File: config.mk
export PLATFORM = sky130hd
export DESIGN_NAME = ppc_seg_display
export DESIGN_NICKNAME = d
export VERILOG_FILES = /design/src/rtl/ppc_disp_pkg.sv /design/src/rtl/ppc_seg_decoder.sv /design/src/rtl/ppc_seg_display.sv
export SDC_FILE = /design/constraint.sdc
export NUM_CORES = 1
export LEC_CHECK = 0
export CORE_MARGIN = 2
export CORE_UTILIZATION = 30
export CTS_CLUSTER_SIZE = 16
export DETAILED_ROUTE_END_ITERATION = 12
export PLACE_DENSITY = 0.45
export SETUP_SLACK_MARGIN = 0.05
export SYNTH_ARGS = -nofsm -noshare
export SYNTH_HDL_FRONTEND = slang
export SYNTH_SLANG_ARGS = --single-unit
File: constraint.sdc
create_clock -name clk -period 2.6 [get_ports clk]
set_input_delay 0.52 -clock clk [delete_from_list [all_inputs] [get_ports clk]]
set_output_delay 0.52 -clock clk [all_outputs]
set_load 0.005 [all_outputs]
File: src/rtl/ppc_disp_pkg.sv
`default_nettype none
// ============================================================================
// Module   : ppc_disp_pkg
// Brief    : Shared encodings for the ping-pong counter seven-segment display.
// Revision : 1.0
// ============================================================================
package ppc_disp_pkg;

    typedef enum logic [1:0] {
        SEL_D0 = 2'd0,
        SEL_D1 = 2'd1,
        SEL_D2 = 2'd2,
        SEL_D3 = 2'd3
    } digit_sel_e;

    // Active-low segment patterns, bit order {g,f,e,d,c,b,a}
    localparam logic [6:0] SEG_0     = 7'b1000000;
    localparam logic [6:0] SEG_1     = 7'b1111001;
    localparam logic [6:0] SEG_2     = 7'b0100100;
    localparam logic [6:0] SEG_3     = 7'b0110000;
    localparam logic [6:0] SEG_4     = 7'b0011001;
    localparam logic [6:0] SEG_5     = 7'b0010010;
    localparam logic [6:0] SEG_6     = 7'b0000010;
    localparam logic [6:0] SEG_7     = 7'b1111000;
    localparam logic [6:0] SEG_8     = 7'b0000000;
    localparam logic [6:0] SEG_9     = 7'b0010000;
    localparam logic [6:0] SEG_BLANK = 7'b1111111;

    localparam logic [6:0] GLYPH_UP_DEFAULT = 7'b1011100;
    localparam logic [6:0] GLYPH_DN_DEFAULT = 7'b1100011;

    localparam logic [3:0] AN_D3  = 4'b0111;
    localparam logic [3:0] AN_D2  = 4'b1011;
    localparam logic [3:0] AN_D1  = 4'b1101;
    localparam logic [3:0] AN_D0  = 4'b1110;
    localparam logic [3:0] AN_OFF = 4'b1111;

    function automatic logic [3:0] anode_for(input digit_sel_e sel);
        logic [3:0] an;
        case (sel)
            SEL_D3:  an = AN_D3;
            SEL_D2:  an = AN_D2;
            SEL_D1:  an = AN_D1;
            default: an = AN_D0;
        endcase
        return an;
    endfunction

endpackage
`default_nettype wire

File: src/rtl/ppc_seg_decoder.sv
`default_nettype none
// ============================================================================
// Module   : ppc_seg_decoder
// Brief    : Combinational BCD digit to active-low seven-segment decode.
// Revision : 1.0
// ============================================================================
module ppc_seg_decoder
    import ppc_disp_pkg::*;
(
    input  logic [3:0] i_bcd,
    output logic [6:0] o_seg
);

    always_comb begin
        o_seg = SEG_BLANK;
        case (i_bcd)
            4'd0:    o_seg = SEG_0;
            4'd1:    o_seg = SEG_1;
            4'd2:    o_seg = SEG_2;
            4'd3:    o_seg = SEG_3;
            4'd4:    o_seg = SEG_4;
            4'd5:    o_seg = SEG_5;
            4'd6:    o_seg = SEG_6;
            4'd7:    o_seg = SEG_7;
            4'd8:    o_seg = SEG_8;
            4'd9:    o_seg = SEG_9;
            default: o_seg = SEG_BLANK;
        endcase
    end

endmodule
`default_nettype wire

File: src/rtl/ppc_seg_display.sv
`default_nettype none
// ============================================================================
// Module   : ppc_seg_display
// Brief    : 4-digit multiplexed display of ping-pong count and direction.
//            Optional macro PPC_SEG_ZERO_BLANK_EN blanks a leading zero.
// Revision : 1.0
// ============================================================================
module ppc_seg_display
    import ppc_disp_pkg::*;
#(
    parameter int unsigned SCAN_BITS = 17,
    parameter logic [6:0]  UP_GLYPH  = GLYPH_UP_DEFAULT,
    parameter logic [6:0]  DN_GLYPH  = GLYPH_DN_DEFAULT
) (
    input  logic       clk,
    input  logic       rst_n,
    input  logic [3:0] count,
    input  logic       direction,
    input  logic       enable,
    output logic [3:0] an,
    output logic [6:0] seg,
    output logic       frame_tick
);

    logic [SCAN_BITS-1:0] scan_q, scan_d;
    logic [3:0]           snap_count_q, snap_count_d;
    logic                 snap_dir_q, snap_dir_d;
    logic                 frame_tick_q, frame_tick_d;
    logic [3:0]           an_q, an_d;
    logic [6:0]           seg_q, seg_d;

    logic                 w_frame_end;
    digit_sel_e           w_sel;
    logic                 w_tens_one;
    logic [3:0]           w_ones;
    logic [3:0]           w_bcd;
    logic [6:0]           w_dec_seg;
    logic [6:0]           w_glyph;

    always_comb begin
        w_frame_end  = &scan_q;
        scan_d       = scan_q + {{(SCAN_BITS-1){1'b0}}, 1'b1};
        snap_count_d = w_frame_end ? count     : snap_count_q;
        snap_dir_d   = w_frame_end ? direction : snap_dir_q;
        frame_tick_d = w_frame_end;

        w_sel      = digit_sel_e'(scan_q[SCAN_BITS-1 -: 2]);
        // Binary to BCD for 0..15 needs a single compare-and-subtract
        w_tens_one = (snap_count_q >= 4'd10);
        w_ones     = w_tens_one ? (snap_count_q - 4'd10) : snap_count_q;
        w_glyph    = snap_dir_q ? UP_GLYPH : DN_GLYPH;

        w_bcd = 4'd0;
        case (w_sel)
            SEL_D3:  w_bcd = {3'b000, w_tens_one};
            SEL_D2:  w_bcd = w_ones;
            default: w_bcd = 4'd0;
        endcase
    end

    ppc_seg_decoder u_decoder (
        .i_bcd (w_bcd),
        .o_seg (w_dec_seg)
    );

    // Anode and segments are registered together so they always switch on the same edge
    always_comb begin
        seg_d = w_dec_seg;
        case (w_sel)
            SEL_D3: begin
`ifdef PPC_SEG_ZERO_BLANK_EN
                seg_d = w_tens_one ? w_dec_seg : SEG_BLANK;
`else
                seg_d = w_dec_seg;
`endif
            end
            SEL_D2:  seg_d = w_dec_seg;
            default: seg_d = w_glyph;
        endcase
        an_d = enable ? anode_for(w_sel) : AN_OFF;
    end

    always_ff @(posedge clk or negedge rst_n) begin
        if (!rst_n) begin
            scan_q       <= '0;
            snap_count_q <= 4'd0;
            snap_dir_q   <= 1'b1;
            frame_tick_q <= 1'b0;
            an_q         <= AN_OFF;
            seg_q        <= SEG_BLANK;
        end else begin
            scan_q       <= scan_d;
            snap_count_q <= snap_count_d;
            snap_dir_q   <= snap_dir_d;
            frame_tick_q <= frame_tick_d;
            an_q         <= an_d;
            seg_q        <= seg_d;
        end
    end

    assign an         = an_q;
    assign seg        = seg_q;
    assign frame_tick = frame_tick_q;

endmodule
`default_nettype wire
## After elaboration in Yosys (flattened, before gate mapping)

Memories as Yosys holds them, arrays and structs flattened.
Index checks and enable logic that the tools add are counted.

- Word-level logic and storage cells: 21
- Memories: 1
- Memory bits (read-only): 112
- Output and inout port bits: 12
- Bits in registers: 34
- Input bits: 8

- Order comparisons: 1
- Add/subtract/negate cells: 2
- Mux-type cells: 6
- Reduce and logical (&&, ||, !) cells: 2
- Equality and inequality tests: 3

Memories:

| memory | words | width | read ports | clocked after memory_dff | write ports | RTL line | RTL |
|---|---|---|---|---|---|---|---|
| (no name shown) | 16 | 7 | 1 | 0 | 0 | ppc_seg_decoder.sv:16 | `case (i_bcd)` |

Operators by type and width:

| kind | count |
|---|---|
| 17-bit by 1-bit adder with 17-bit output (second input constant) | 1 |
| 17-bit AND reduction | 1 |
| 4-bit one-hot mux with 3 select lines | 1 |
| 4-bit 2-to-1 mux | 2 |
| 4-bit one-hot mux with 2 select lines | 1 |
| 7-bit 2-to-1 mux | 1 |
| 6-bit 2-to-1 mux | 1 |
| 2-bit equality test (second input constant) | 2 |
| 4-bit >= comparator (second input constant) | 1 |
| 4-bit subtractor (second input constant) | 1 |
| 2-bit by 1-bit equality test with 1-bit output (second input constant) | 1 |
| 2-bit OR reduction | 1 |

## Logic depth before layout (Yosys ltp)

Gate-level depths: netlist (run 1).
An unclocked memory read counts as a cell.

- Depth in word-level cells: 5
- Depth in mapped cells: 8
- Gate-level depth less buffers: 7

## By module

A second synthesis (run 1) with hierarchy kept.

- Cells, all modules: 152
- Area total of the unflattened synthesis: 1646.6 µm²

By module, submodules not included:

| module | seq. area each (µm²) | instances | cells each | area an instance (µm²) |
|---|---|---|---|---|
| ppc_seg_display | 865.8 | 1 | 121 | 1446.4 |
| ppc_seg_decoder | 0.0 | 1 | 31 | 200.2 |

## Worst setup path before layout (run 1)

No wires, ideal clock.

- Path kind: reg2reg
- Start: register scan_q[0]
- End: register snap_count_q[0]
- Setup time: 0.125 ns
- Path buffers: 1
- Cell stages (with the launch flop): 8
- Slack: 0.590 ns
- Clock period less this slack: 2.010 ns
- Arrival: 1.885 ns
- Data required time: 2.475 ns
- Cells stage by stage: dfrtp_1 > ha_1 > nand4_1 > nor3_1 > and3_1 > ha_1 > clkbuf_1 > mux2_2

- Longest elaborated chain between the ends: 1

RTL lines:

| element | RTL line | RTL |
|---|---|---|
| start, declared | ppc_seg_display.sv:25 | `logic [SCAN_BITS-1:0] scan_q, scan_d;` |
| start signal, assigned | ppc_seg_display.sv:92 | `scan_q <= scan_d;` |
| 17-bit AND reduction | ppc_seg_display.sv:41 | `w_frame_end = &scan_q;` |
| via frame_tick_d | ppc_seg_display.sv:28 | `logic frame_tick_q, frame_tick_d;` |
| end signal, assigned | ppc_seg_display.sv:93 | `snap_count_q <= snap_count_d;` |
| end, declared | ppc_seg_display.sv:26 | `logic [3:0] snap_count_q, snap_count_d;` |

The timed path passes the listed nets, and every way through them passes these cells.
A chain may end at the register's enable or synchronous reset.

## Final worst setup path (run 1)

Same ends and word-level chain as after synthesis.

==> results of run 1 <==
==> kinds of logic after synthesis <==
kind of cell,Yosys count,synth area share [%]
and+or+nand+nor,42,13.2
DFF,34,54.2
AOI/OAI and AO/OA,20,9.79
xor gates and xnor gates,14,7.67
buffers and inverters,13,3.29
muxes,8,5.56
adders and majority gates,8,6.26
==> flip-flops by register name, indices dropped and copies added, names as in the netlist <==
register      cells
scan_q           17
seg               7
an                4
snap_count_q      4
frame_tick        1
snap_dir_q        1
==> worst max-delay path: cells and delay by family (launching register included) <==
kind / cells / cell delay, ns
and+or+nand+nor: 3 / 0.80
muxes: 1 / 0.37
adders and majority gates: 2 / 0.52
DFF: 1 / 0.39
==> synthesized netlist by cell type <==
master / n / area [um2]
a2111oi_4: 1 / 27.5
a21bo_1: 1 / 10.0
a21oi_1: 2 / 10.0
a21oi_2: 1 / 8.76
a41oi_1: 1 / 8.76
and2_1: 1 / 6.26
and3_1: 2 / 12.5
and3b_2: 1 / 10.0
buf_4: 1 / 7.51
clkbuf_1: 3 / 11.3
dfrtp_1: 22 / 551
dfstp_2: 12 / 315
ha_1: 8 / 100
inv_1: 9 / 33.8
mux2_2: 3 / 33.8
mux2_4: 1 / 15.0
mux2i_1: 4 / 40.0
nand2_1: 12 / 45.0
nand3_1: 7 / 35.0
nand4_1: 2 / 12.5
nand4b_1: 1 / 8.76
nor2_1: 7 / 26.3
nor2b_1: 4 / 25.0
nor3_1: 2 / 10.0
nor4_1: 1 / 6.26
o211a_1: 1 / 10.0
o211ai_1: 2 / 15.0
o21ai_0: 6 / 30.0
o22ai_1: 3 / 18.8
o2bb2ai_1: 1 / 8.76
o31a_1: 1 / 8.76
or2_2: 1 / 6.26
or2b_1: 1 / 7.51
xnor2_1: 8 / 70.1
xor2_1: 6 / 52.6
==> worst paths after layout <==
check                                               to  slack (ns)  depth (start not counted)
setup reg to reg           snap_count_q[0]$_DFFE_PN0P_        0.41                          6
hold / removal                    scan_q[13]$_DFF_PN0_        0.47                          1
min in group asynchronous          scan_q[5]$_DFF_PN0_        0.64                          2
max in group asynchronous              an[2]$_DFF_PN1_        1.62                          2
hold reg to reg                   scan_q[13]$_DFF_PN0_        0.47                          1
setup / recovery           snap_count_q[0]$_DFFE_PN0P_        0.41                          6
==> metrics by stage <==
stage	setup slack [ns]	utilization, %
3_5_place_dp	0.392	36.4
3_3_place_gp	0.478	36.4
2_1_floorplan	0.590	-
6_report	0.414	38.2
4_1_cts	0.370	38.2
5_1_grt	0.263	38.2
==> cell type report <==
class	count	share of cell area, %
tap	70	4.46
timing repair buffer	21	10.5
sequential	34	44.1
inverter	9	1.72
clock buffer	8	4.59
multi-input combinational	92	34.6
==> report_power, final <==
part | total, W | internal [W] | switching, W
Combinational | 0.0000238 | 0.0000116 | 0.0000123
Sequential | 0.000531 | 0.000531 | 0.000000146
Clock | 0.000394 | 0.000216 | 0.000179
Total | 0.000950 | 0.000759 | 0.000191
==> metal layers <==
layer  track usage, %  vias to the layer above
li1                 -                      518
met1             13.8                      487
met2             16.0                       24
met3             4.82                        5
met4             4.82                        0
met5                0                        -
==> placed cells by master, fill, tap and decap left out, types with 2 or more instances in the layout <==
cell type	Yosys	layout
o211ai_1	2	2
xnor2_1	8	8
nor3_1	2	2
mux2_2	3	3
nor2_1	7	7
clkbuf_8	0	6
buf_4	1	2
o21ai_0	6	6
clkbuf_1	3	2
nand3_1	7	7
dfrtp_1	22	22
nand4_1	2	2
inv_1	9	9
mux2i_1	4	4
nand2_1	12	12
a21oi_1	2	2
clkdlybuf4s50_1	0	19
dfstp_2	12	12
xor2_1	6	6
ha_1	8	8
nor2b_1	4	4
o22ai_1	3	3
and3_1	2	2
==> impl_metrics.csv, run 1 <==
group,metric,value,unit
outcome,status,"finished, final reports clean",
route,drt_iter0_drc,49,
floorplan,num_io_pins,20,
yosys,syn_area_per_cell,11.5,um2
sta,setup_tns,0,ns
critical_path,arrival,2.36,ns
route,routed-wl-met3,177,um
sta,post-route-period-util,84.1,%
route,route.met2.wl,1220,um
floorplan,die_h,77.0,um
sta,tightest_slew,0.644,ns
yosys,synth_nets,155,
route,dr.max_layer_used,"met4",
yosys,yosys_warnings,0,
sta,finalHoldViolations,0,
pwr,p_leak,0.885,nW
yosys,ys_types,35,
critical_path,crit_path_start_kind,"flip-flop",
critical_path,crit_required,2.77,ns
floorplan,rows,26,
finish,multiInputGateArea,679,um2
critical_path,crit_start,"scan_q[0]$_DFF_PN0_",
pwr,p_per_area,484,nW/um2
finish,drive_gt1_share,17.1,%
route,drc,0,
critical_path,worstSetupEndpointType,"flip-flop",
finish,synthToLayoutAreaGrowth,22.8,%
sta,maxSlewHeadroom,56.7,%
sta,finalSetupViolations,0,
pwr,report.power.total,0.000950,W
grt,grt_start_max_net_pins,35,
placed_design,dp_cells,226,
flow_run,cap_violations,0,
worst_hold_path,hold_class,"reg2reg",
sta,drv_slew,0,
yosys,synth_area,1600,um2
yosys,ys_seq_elements,34,
clock_network,cts_buffers,5,
finish,finalNonFillerCells,234,
critical_path,critical_path.slowest_cell,"dfrtp_1",
finish,fillers,515,
clock_network,cts.sinks,34,
clock_network,post_cts_buffers,0,
critical_path,timing.rr.start,"scan_q[0]$_DFF_PN0_",
finish,seq_area,866,um2
grt,grt_pass1_wl,5000,um
clock_network,htreeDepth,2,
pwr,ir_drop,183,uV
clock_network,clk_latency,0.29,ns
finish,stdcell_area,1960,um2
grt,grt_usage,10.9,%
route,wl_per_cell,12.1,um
route,vias,1034,
critical_path,cp_cell_sequence,"ha_1 -> nand4_1 -> nor3_1 -> and3_1 -> ha_1 -> mux2_2",
grt,grt-ovfl-total,0,
finish,num_antenna_cells,0,
sta,fmax,457,MHz
clock_network,cts_tree,"yes",
critical_path,critPathKind,"reg2reg",
critical_path,crit_fanout,8,
sta,rsz0062_at_grt,"false",
route,vias_per_cell,4.42,
placed_design,gp_congestion,0.737,
worst_hold_path,hp-start,"scan_q[13]$_DFF_PN0_",
sta,clock_skew,0.00765,ns
route,antenna_left,0,
finish,nets,179,
placed_design,post-dp-hpwl,2120,um
route,met1_length,1380,um
clock_network,root_buffer,"clkbuf_8",
sta,fin_crit,2.19,ns
clock_network,cts_buffer_depth,2,
grt,antenna_found_initial,0,
floorplan,core_area,5140,um2
placed_design,place_area,1870,um2
placed_design,io_buffers,19,
critical_path,cp_common_cell,"ha_1",
route,first_pass_iters,4,
floorplan,die_w,77.0,um
grt,first_global_vias,1079,
clock_network,hold_buffers,0,
clock_network,cts-resized-gates,0,
clock_network,clkSlewWorstSetupHoldPaths,0.06,ns
yosys,synthCells,139,
route,drt_wl_total,2830,um
floorplan,dieArea,5930,um2
sta,whs,0.470,ns
yosys,yosysSeqAreaShare,54.2,%
critical_path,cpPeakStageDelay,0.39,ns
floorplan,initial_utilization,31.1,%
Note: power is estimated with default switching activity, not from simulation.
==> inputs of run 2 (changes only) <==
Settings changed: PLACE_DENSITY 0.45 to 0.47.
Clock period 2.6 ns to 2 ns, I/O delays scaled along.
==> run 2 against run 1 <==
Register-to-register slack worse by 0.26 ns. Hold slack improved by 0.0022 ns. Critical path depth stayed put. Highest routed layer unchanged. Wire length increased by 5.1%. Clock power increased by 34%. Via count increased by 7.4%. Sequential share of layout area decreased by 2.7 points.
==> impl_metrics.csv, run 2 (synthesized netlist as in run 1, its figures left out) <==
group,metric,value,unit
pwr,seq_power_share,55.3,%
pwr,clkPwrFrac,42.2,%
sta,whs,0.472,ns
finish,synthToLayoutAreaGrowth,31.0,%
sta,worst_slack,0.155,ns
clock_network,cts_buffer_depth,2,
finish,drive_gt1_share,28.1,%
critical_path,rrSetupSlack,0.15,ns
floorplan,dieArea,5930,um2
pwr,ir_drop,394,uV
finish,top_register,"scan_q",
sta,maxSlewHeadroom,59.9,%
route,drt_wl_total,2970,um
finish,nets,193,
route,wl_per_cell,12.0,um
sta,setup_tns,0,ns
grt,use_met3,3.65,%
floorplan,core_area,5140,um2
finish,fillers,511,
grt,grt-ovfl-total,0,
pwr,p_per_area,596,nW/um2
placed_design,io_buffers,19,
sta,fin_crit,1.85,ns
floorplan,rows,26,
grt,gr-usage-met1,14.9,%
finish,finalNonFillerCells,248,
critical_path,critPathKind,"reg2reg",
sta,tightest_slew,0.599,ns
grt,grt_start_max_net_pins,35,
outcome,status,"finished, final reports clean",
critical_path,crit_required,2.22,ns
finish,mostFrequentLayoutCell,"dfrtp_1",
clock_network,clkSlewWorstSetupHoldPaths,0.07,ns
clock_network,root_buffer,"clkbuf_8",
sta,fmax,542,MHz
pwr,netSwitchingPower,0.000266,W
grt,use_met2,16.0,%
route,vias_per_cell,4.48,
pwr,pwr-share-comb,2.5,%
grt,antenna_found_initial,0,
sta,finalSetupViolations,0,
route,drt_iter0_drc,52,
route,first_pass_iters,4,
grt,grt_usage,10.8,%
finish,most-common-layout-cells,"dfrtp_1, clkdlybuf4s50_1, buf_4",
route,drc,0,
finish,num_antenna_cells,0,
clock_network,clk_latency,0.28,ns
sta,drv_slew,0,
clock_network,cts_buffers,5,
sta,finalHoldViolations,0,
pwr,p_leak,0.945,nW
critical_path,worstSetupEndpointType,"flip-flop",
placed_design,dp_slack,0.0380,ns
placed_design,post-dp-hpwl,2180,um
sta,clock_skew,0.00598,ns
pwr,p_sw_share,21.3,%
pwr,report.power.total,0.00125,W
grt,grt_pass1_wl,5040,um
floorplan,die_w,77.0,um
clock_network,cts.sinks,34,
critical_path,crit_path_start_kind,"flip-flop",
grt,first_global_vias,1106,
worst_hold_path,hold_class,"reg2reg",
critical_path,arrival,2.06,ns
sta,post-route-period-util,92.3,%
route,vias,1111,
pwr,power.internal,0.000982,W
critical_path,crit_fanout,7,
placed_design,gp_congestion,0.771,
floorplan,initial_utilization,31.1,%
flow_run,cap_violations,0,
placed_design,dp_cells,237,
clock_network,cts_tree,"yes",
sta,rsz0062_at_grt,"false",
floorplan,die_h,77.0,um
clock_network,htreeDepth,2,
finish,largest_reg_flops,17,
route,antenna_left,0,
grt,globalRoute.busiestLayer,"met2",
floorplan,num_io_pins,20,
-- run 2: worst max-delay path, cell delays in order (launching register included) --
cell       delay (ns)
dfrtp_2          0.45
inv_2            0.11
ha_4             0.22
a2111oi_4        0.33
buf_4            0.20
mux2_4           0.30
a21bo_1          0.18
-- run 2: layout make-up --
cell class                 instances  area, um2  share of cell area [%]
clock buffer                       6       82.6                    3.95
tap                               70       87.6                    4.18
inverter                           9       33.8                    1.61
sequential                        34        867                    41.4
clock inverter                     2       12.5                   0.598
multi-input combinational         92        699                    33.4
timing repair buffer              35        310                    14.8
-- run 2: path summary, 6_finish.rpt --
kind,startpoint,endpoint,cells past startpoint
hold / removal,scan_q[14]$_DFF_PN0_,scan_q[14]$_DFF_PN0_,1
hold reg to reg,scan_q[14]$_DFF_PN0_,scan_q[14]$_DFF_PN0_,1
min in group asynchronous,rst_n,frame_tick$_DFF_PN0_,2
setup reg to reg,snap_count_q[1]$_DFFE_PN0P_,seg[6]$_DFF_PN1_,6
setup / recovery,snap_count_q[1]$_DFFE_PN0P_,seg[6]$_DFF_PN1_,6
max in group asynchronous,rst_n,seg[4]$_DFF_PN1_,2
-- run 2: what timing repair did --
item                                    in CTS  in global routing
hold buffers                                 0                  0
buffers inserted                             1                  2
endpoints found under the setup margin       4                  9
gates resized for setup                      1                  3
pin swaps                                    1                  1
-- run 2: metrics by stage --
| stage | area [um2] | utilization [%] |
|---|---|---|
| after floorplan | 1620 | - |
| after global placement | 1970 | 38.4 |
| after detailed placement | 1970 | 38.4 |
| after CTS | 2080 | 40.4 |
| after global routing | 2090 | 40.7 |
| final | 2090 | 40.7 |
-- run 2: power groups by stage --
stage | combinational [W] | clock [W] | sequential (W)
CTS | 0.0000329 | 0.000550 | 0.000690
detailed placement | 0.0000327 | 0 | 0.000703
finish | 0.0000313 | 0.000526 | 0.000691
global route | 0.0000354 | 0.000579 | 0.000690
floorplan | 0.000000487 | 0 | 0.000703
global placement | 0.0000320 | 0 | 0.000703
-- run 2: metal layers --
| metal | vias to the layer above | part of all wire, % |
|---|---|---|
| li1 | 549 | - |
| met1 | 531 | 51 |
| met2 | 26 | 44 |
| met3 | 5 | 3.9 |
| met4 | 0 | 1.0 |
| met5 | - | 0 |
